## config.mk

```make
export PLATFORM = sky130hd
export DESIGN_NAME = calc_keypad_scan
export DESIGN_NICKNAME = d
export VERILOG_FILES = /design/src/rtl/calc_keypad_scan.sv
export SDC_FILE = /design/constraint.sdc
export NUM_CORES = 1
export LEC_CHECK = 0
export ABC_CLOCK_PERIOD_IN_PS = 3100
export BUFFER_PORTS_ARGS = -buffer_cell sky130_fd_sc_hd__buf_2
export CAP_MARGIN = 20
export CORE_MARGIN = 5
export CORE_UTILIZATION = 55
export CTS_BUF_LIST = sky130_fd_sc_hd__clkbuf_2 sky130_fd_sc_hd__clkbuf_4 sky130_fd_sc_hd__clkbuf_8
export DETAILED_ROUTE_END_ITERATION = 8
export PLACE_DENSITY = 0.79
export SLEW_MARGIN = 20
export SYNTH_ARGS = -nofsm -noshare
export SYNTH_HDL_FRONTEND = slang
export SYNTH_SLANG_ARGS = --single-unit
export TNS_END_PERCENT = 1
```

## constraint.sdc

```tcl
create_clock -name clk -period 3.1 [get_ports clk]
set_clock_uncertainty 0.15 [all_clocks]
set_input_delay 0.775 -clock clk [delete_from_list [all_inputs] [get_ports clk]]
set_output_delay 0.775 -clock clk [all_outputs]
set_load 0.05 [all_outputs]
```

## src/rtl/calc_keypad_scan.sv

```systemverilog
// rtl/calc_keypad_scan.sv - 4x4 active-low keypad scanner, debouncer and ASCII key event generator
// Optional auto-repeat of held digits/backspace is built when KEYPAD_REPEAT_EN is defined.
module calc_keypad_scan #(
    parameter int SCAN_DIV     = 50000,
    parameter int DEBOUNCE_CNT = 20,
    parameter int REPEAT_DELAY = 500,
    parameter int REPEAT_RATE  = 100
) (
    input  logic       clk,
    input  logic       rst,
    input  logic [3:0] row_in,
    output logic [3:0] col_out,
    output logic       btn_valid,
    output logic [7:0] btn_char,
    output logic       key_held
);

    localparam int DW = (SCAN_DIV > 1) ? $clog2(SCAN_DIV) : 1;
    localparam int CW = $clog2(DEBOUNCE_CNT + 1);
    localparam logic [DW-1:0] DWELL_LAST = DW'(SCAN_DIV - 1);
    localparam logic [CW-1:0] CNT_MAX    = CW'(DEBOUNCE_CNT);

    localparam logic [1:0] S_IDLE     = 2'd0;
    localparam logic [1:0] S_DEBOUNCE = 2'd1;
    localparam logic [1:0] S_HELD     = 2'd2;
    localparam logic [1:0] S_RELEASE  = 2'd3;

    logic [3:0]    row_s1_q, row_s1_d, row_s2_q, row_s2_d;
    logic [DW-1:0] dwell_q, dwell_d;
    logic [1:0]    col_idx_q, col_idx_d;
    logic [1:0]    kc_q, kc_d;
    logic [7:0]    code_q, code_d;
    logic [1:0]    state_q, state_d;
    logic [7:0]    cand_q, cand_d;
    logic [CW-1:0] cnt_q, cnt_d;
    logic          btn_valid_q, btn_valid_d;
    logic [7:0]    btn_char_q, btn_char_d;
    logic          key_held_q, key_held_d;

    logic          frame_eval, hit, accept;
    logic [1:0]    hit_row, frame_kc;
    logic [2:0]    lows, sum;
    logic [7:0]    frame_code;
    logic          is_none, is_single;

`ifdef KEYPAD_REPEAT_EN
    localparam int REP_MAX = (REPEAT_DELAY > REPEAT_RATE) ? REPEAT_DELAY : REPEAT_RATE;
    localparam int RW      = $clog2(REP_MAX + 1);
    logic [RW-1:0] rep_q, rep_d;
    logic          rep_first_q, rep_first_d;

    function automatic logic repeatable(input logic [7:0] c);
        return ((c >= 8'h30) && (c <= 8'h39)) || (c == 8'h08);
    endfunction
`else
    logic unused_repeat_params;
    assign unused_repeat_params = ^{REPEAT_DELAY, REPEAT_RATE};
`endif

    function automatic logic [7:0] key_map(input logic [1:0] r, input logic [1:0] c);
        case ({r, c})
            4'h0:    return 8'h31;
            4'h1:    return 8'h32;
            4'h2:    return 8'h33;
            4'h3:    return 8'h2B;
            4'h4:    return 8'h34;
            4'h5:    return 8'h35;
            4'h6:    return 8'h36;
            4'h7:    return 8'h2D;
            4'h8:    return 8'h37;
            4'h9:    return 8'h38;
            4'hA:    return 8'h39;
            4'hB:    return 8'h2A;
            4'hC:    return 8'h43;
            4'hD:    return 8'h30;
            4'hE:    return 8'h3D;
            default: return 8'h08;
        endcase
    endfunction

    always_comb begin
        row_s1_d    = row_in;
        row_s2_d    = row_s1_q;
        dwell_d     = dwell_q;
        col_idx_d   = col_idx_q;
        kc_d        = kc_q;
        code_d      = code_q;
        state_d     = state_q;
        cand_d      = cand_q;
        cnt_d       = cnt_q;
        btn_valid_d = 1'b0;
        btn_char_d  = btn_char_q;
        key_held_d  = key_held_q;
        frame_eval  = 1'b0;
        accept      = 1'b0;
        hit         = 1'b0;
        hit_row     = 2'd0;
        lows        = 3'd0;
        sum         = 3'd0;
        frame_kc    = 2'd0;
        frame_code  = code_q;
`ifdef KEYPAD_REPEAT_EN
        rep_d       = rep_q;
        rep_first_d = rep_first_q;
`endif

        for (int r = 3; r >= 0; r--) begin
            if (!row_s2_q[r]) begin
                hit     = 1'b1;
                hit_row = 2'(r);
            end
            lows = lows + {2'b00, ~row_s2_q[r]};
        end

        if (dwell_q == DWELL_LAST) begin
            dwell_d    = '0;
            col_idx_d  = col_idx_q + 2'd1;
            sum        = {1'b0, kc_q} + lows;
            frame_kc   = (sum >= 3'd2) ? 2'd2 : sum[1:0];
            if (hit)
                frame_code = key_map(hit_row, col_idx_q);
            // Column 3 closes the frame: hand the totals to the FSM and start fresh.
            if (col_idx_q == 2'd3) begin
                frame_eval = 1'b1;
                kc_d       = 2'd0;
                code_d     = 8'h00;
            end else begin
                kc_d   = frame_kc;
                code_d = frame_code;
            end
        end else begin
            dwell_d = dwell_q + 1'b1;
        end

        is_none   = (frame_kc == 2'd0);
        is_single = (frame_kc == 2'd1);

        if (frame_eval) begin
            case (state_q)
                S_IDLE: begin
                    if (is_single) begin
                        cand_d = frame_code;
                        cnt_d  = CW'(1);
                        if (DEBOUNCE_CNT == 1) accept  = 1'b1;
                        else                   state_d = S_DEBOUNCE;
                    end
                end
                S_DEBOUNCE: begin
                    if (is_single && (frame_code == cand_q)) begin
                        cnt_d = (cnt_q == CNT_MAX) ? cnt_q : cnt_q + 1'b1;
                        if (cnt_d == CNT_MAX) accept = 1'b1;
                    end else begin
                        state_d = S_IDLE;
                    end
                end
                S_HELD: begin
                    if (is_none) begin
                        cnt_d = CW'(1);
                        if (DEBOUNCE_CNT == 1) begin
                            key_held_d = 1'b0;
                            state_d    = S_IDLE;
                        end else begin
                            state_d = S_RELEASE;
                        end
`ifdef KEYPAD_REPEAT_EN
                        rep_d       = '0;
                        rep_first_d = 1'b0;
                    end else if (is_single && (frame_code == cand_q) && repeatable(cand_q)) begin
                        rep_d = rep_q + 1'b1;
                        if (rep_d == (rep_first_q ? RW'(REPEAT_RATE) : RW'(REPEAT_DELAY))) begin
                            btn_valid_d = 1'b1;
                            rep_d       = '0;
                            rep_first_d = 1'b1;
                        end
                    end else begin
                        rep_d       = '0;
                        rep_first_d = 1'b0;
`endif
                    end
                end
                default: begin
                    if (is_none) begin
                        cnt_d = (cnt_q == CNT_MAX) ? cnt_q : cnt_q + 1'b1;
                        if (cnt_d == CNT_MAX) begin
                            key_held_d = 1'b0;
                            state_d    = S_IDLE;
                        end
                    end else begin
                        state_d = S_HELD;
                    end
                end
            endcase

            if (accept) begin
                btn_char_d  = cand_d;
                btn_valid_d = 1'b1;
                key_held_d  = 1'b1;
                state_d     = S_HELD;
            end
        end
    end

    always_ff @(posedge clk) begin
        if (rst) begin
            row_s1_q    <= 4'b1111;
            row_s2_q    <= 4'b1111;
            dwell_q     <= '0;
            col_idx_q   <= 2'd0;
            kc_q        <= 2'd0;
            code_q      <= 8'h00;
            state_q     <= S_IDLE;
            cand_q      <= 8'h00;
            cnt_q       <= '0;
            btn_valid_q <= 1'b0;
            btn_char_q  <= 8'h00;
            key_held_q  <= 1'b0;
`ifdef KEYPAD_REPEAT_EN
            rep_q       <= '0;
            rep_first_q <= 1'b0;
`endif
        end else begin
            row_s1_q    <= row_s1_d;
            row_s2_q    <= row_s2_d;
            dwell_q     <= dwell_d;
            col_idx_q   <= col_idx_d;
            kc_q        <= kc_d;
            code_q      <= code_d;
            state_q     <= state_d;
            cand_q      <= cand_d;
            cnt_q       <= cnt_d;
            btn_valid_q <= btn_valid_d;
            btn_char_q  <= btn_char_d;
            key_held_q  <= key_held_d;
`ifdef KEYPAD_REPEAT_EN
            rep_q       <= rep_d;
            rep_first_q <= rep_first_d;
`endif
        end
    end

    assign col_out   = ~(4'b0001 << col_idx_q);
    assign btn_valid = btn_valid_q;
    assign btn_char  = btn_char_q;
    assign key_held  = key_held_q;

endmodule

```

==> metrics.md <==
| Metric | Value |
|---|---|
| Max clock buf depth | 2 |
| Met2 Usage GRT | 35.4% |
| Dpl ws | -0.280 ns |
| Yosys reg bits | 61 |
| Tcrit/Tclk final | 106% |
| Vias | 3296 |
| Status | finished with violations |
| DR vias/cell | 6.04 |
| Clock slew at reported path FFs | 0.08 ns |
| Rel. slew slack | 64.7% |
| I/O Buffers | 19 |
| Mapped Nets | 449 |
| Grt total ovfl | 0 |
| Post-synth cell types | 75 |
| Avg Inst Size Synth | 8.46 um2 |
| Critical Path AT | 3.41 ns |
| Setup-failing EPs final | 18 |
| Most common flop cell mapped by yosys | dfxtp_1 |
| Final WS setup | -0.199 ns |
| Yosys warning total | 0 |
| CP Class | reg2reg |
| Hold path startpoint | row_s1_q[0]$_SDFF_PP1_ |
| Clock Tree Root | clkbuf_8 |
| Routed WL | 8.84 mm |
| Placer Congestion | 0.957 |
| Share of post-route cells with drive strength above 1 | 25.8% |
| Num CTS Buffers | 9 |
| Area Overhead vs Synth | 15.3% |
| CTS tree | yes |
| CP max FO | 8 |
| Total negative slack | -1.60 ns |
| Drt first pass iters | 6 |
| Skew-Pair Late Insertion Delay | 0.35 ns |
| Die Wd | 91.3 um |
| Mapped Area | 3640 um2 |
| Leakage | 1.56 nW |
| Die height | 91.3 um |
| Worst EP required | 3.21 ns |
| Initial antenna violation count | 0 |
| Final Util | 65.6% |
| R2R Path Start | kc_q[0]$_SDFFE_PP0N_ |
| Pin count of the biggest net entering global routing | 24 |
| Pwr Density | 391 nW/um2 |
| Startpoint Class | flop |
| Post-route minimum period | 3.30 ns |
| Global route hottest layer | met2 |
| I/O pins | 20 |
| Post-route cell area | 4190 um2 |
| Core Box Area | 6390 um2 |
| Routed Antenna Nets | 0 |
| Antenna fix cells | 0 |
| Final HPWL DP | 6.19 mm |
| Failing checks | negative setup slack |
| H-tree Lvls | 3 |
| Seq/Total Area, Yosys | 33.6% |
| Hold EP | row_s2_q[0]$_SDFF_PP1_ |
| RSZ-0062 raised after global routing | yes |
| R2r endpoint | cnt_q[3]$_SDFFE_PP0P_ |
| Die area | 8340 um2 |
| EDFF count, synth | 0 |
| Max-slew violations | 0 |
| Total power | 1.64 mW |
| Vias in the first global route | 3132 |
| Gate Count Post-Synth | 430 |
| Asr flop ratio synth | 0% |
| R2R depth | 15 |
| Max frequency | 0.303 GHz |
| Met3 Usage GRT | 3.88% |
| Slew @ Worst Pin | 0.527 ns |
| Max-cap violation count | 0 |
| Cts hold-fix bufs | 0 |
| VDD IR max | 240 uV |
| Row count | 29 |
| Clock sinks | 61 |
| Starting DRC count in detailed routing | 229 |
| Hold Crit Depth | 1 |
| Hold Vio Cnt, Final | 0 |
| Starting Density | 56.9% |
| Worst setup EP type | flop |
| First-pass GRT wire length | 14.9 mm |
| GR Layer Usage met1 | 27.9% |
| Flop2flop setup slack | -0.20 ns |
| GRT Resource Usage Total | 21.6% |
| Drt wl/cell | 16.2 um |
| DRC | 0 |
| Post-DP Area | 3930 um2 |
| Hold Path Class | reg2reg |
| # nets final | 483 |
[Yosys cell counts, types with 5 or more instances]
cell      count  area [um2]
nand2_1      31         116
ha_1         10         125
nor3_1       12        60.1
a21oi_1      18        90.1
xor2_1        8        70.1
nor2_1       52         195
nand3_2       6        60.1
or2_2        11        68.8
nand3_1      15        75.1
a21oi_2       6        52.6
inv_1        27         101
o21ai_0      19        95.1
xnor2_1       9        78.8
nand2b_1      6        37.5
a21bo_2       6        60.1
clkbuf_1     14        52.6
dfxtp_1      61        1220
a211oi_1      5        37.5
a31oi_1       6        37.5
buf_2         5        25.0
[logic make-up (layout without fill, tap and decap cells)]
group	count (synthesis)	count (layout)	share of synthesized area, %
AO/OA/AOI/OAI	107	107	22.3
buffers and inverters	51	90	6.30
XOR/XNOR	17	17	4.10
adder cells (fa/ha/maj)	13	13	5.09
flip-flops	61	61	33.6
multiplexers	3	3	0.860
AND/OR/NAND/NOR	178	178	27.8
[metrics by stage]
| step | std cells | hold slack (ns) |
|---|---|---|
| after floorplan | 430 | 0.239 |
| after global placement | 528 | 0.244 |
| after detailed placement | 528 | 0.248 |
| after CTS | 546 | 0.259 |
| after global routing | 546 | 0.279 |
| final | 546 | 0.255 |
[state kept, by name, summed over array words and instances (netlist names)]
signal     flops
row_s2_q       4
cnt_q          5
col_idx_q      2
key_held       1
dwell_q       16
kc_q           2
btn_valid      1
cand_q         8
state_q        2
btn_char       8
code_q         8
row_s1_q       4
[worst max-delay path, cell delays in order, from the launching register on]
cell and delay [ns]:
dfxtp_2 0.34, inv_2 0.04, fa_1 0.49, inv_1 0.05, fa_2 0.33, inv_2 0.06
fa_1 0.45, nand3_2 0.13, a211oi_2 0.04, o211ai_1 0.15, nor4_4 0.06, buf_4 0.16
a31oi_4 0.30, buf_6 0.16, nor2_2 0.04, o32ai_1 0.27
[power by group]
part,leakage (nW),switching [mW],internal (mW)
logic,0.977,0.0700,0.0530
registers,0.494,0.00516,0.791
clock network,0.0918,0.348,0.373
total,1.56,0.424,1.22
[cells in the final DEF, fill, tap and decap left out, types with 3 or more instances in the layout]
cell type,count
dfxtp_1,59
nor2_1,51
nand2_1,31
inv_1,25
buf_4,24
o21ai_0,19
buf_2,19
a21oi_1,18
nand3_1,14
nor3_1,12
or2_2,10
ha_1,10
xnor2_1,9
clkbuf_8,9
xor2_1,8
nand3_2,7
nand2b_1,6
a31oi_1,6
a21bo_2,6
a21oi_2,6
nand4_1,4
nor2b_1,4
a211oi_1,4
o21a_1,4
and3_1,3
and2_1,3
or4_1,3
a21boi_0,3
a211o_1,3
o221ai_1,3
a221oi_1,3
o211a_1,3
clkinvlp_4,3
[repair_timing]
| item | in CTS | in global routing |
|---|---|---|
| hold endpoints to repair | 0 | 0 |
| pin swaps | 6 | 3 |
| setup buffers | 2 | 0 |
| resized for setup | 13 | 2 |
| endpoints found under the setup margin | 24 | 25 |
[area by class of cell]
class	count	area (um2)
flip-flops and latches	61	1220
clock buffers	9	124
clock inverters	7	75.1
well taps	77	96.3
multi-input cells	318	2230
inverters	27	101
fillers	536	2190
repair buffers	47	338
[worst max path at each step]
stage	start	end	slack [ns]	depth (start not counted)
2_1_floorplan	row_s2_q[3]$_SDFF_PP1_	btn_char[5]$_SDFFE_PP0P_	-0.12	14
3_3_place_gp	kc_q[0]$_SDFFE_PP0N_	cnt_q[4]$_SDFFE_PP0P_	-0.18	14
3_5_place_dp	kc_q[0]$_SDFFE_PP0N_	cnt_q[4]$_SDFFE_PP0P_	-0.28	14
4_1_cts	kc_q[0]$_SDFFE_PP0N_	cnt_q[4]$_SDFFE_PP0P_	-0.12	14
5_1_grt	kc_q[0]$_SDFFE_PP0N_	cnt_q[0]$_SDFFE_PP0P_	-0.37	14
6_report	kc_q[0]$_SDFFE_PP0N_	cnt_q[3]$_SDFFE_PP0P_	-0.20	15
[metal layers]
metal	vias to the layer above	share of wire, %
li1	1599	-
met1	1572	44
met2	105	49
met3	20	5.7
met4	0	1.9
met5	-	0
Note: power is estimated with default switching activity, not from simulation.
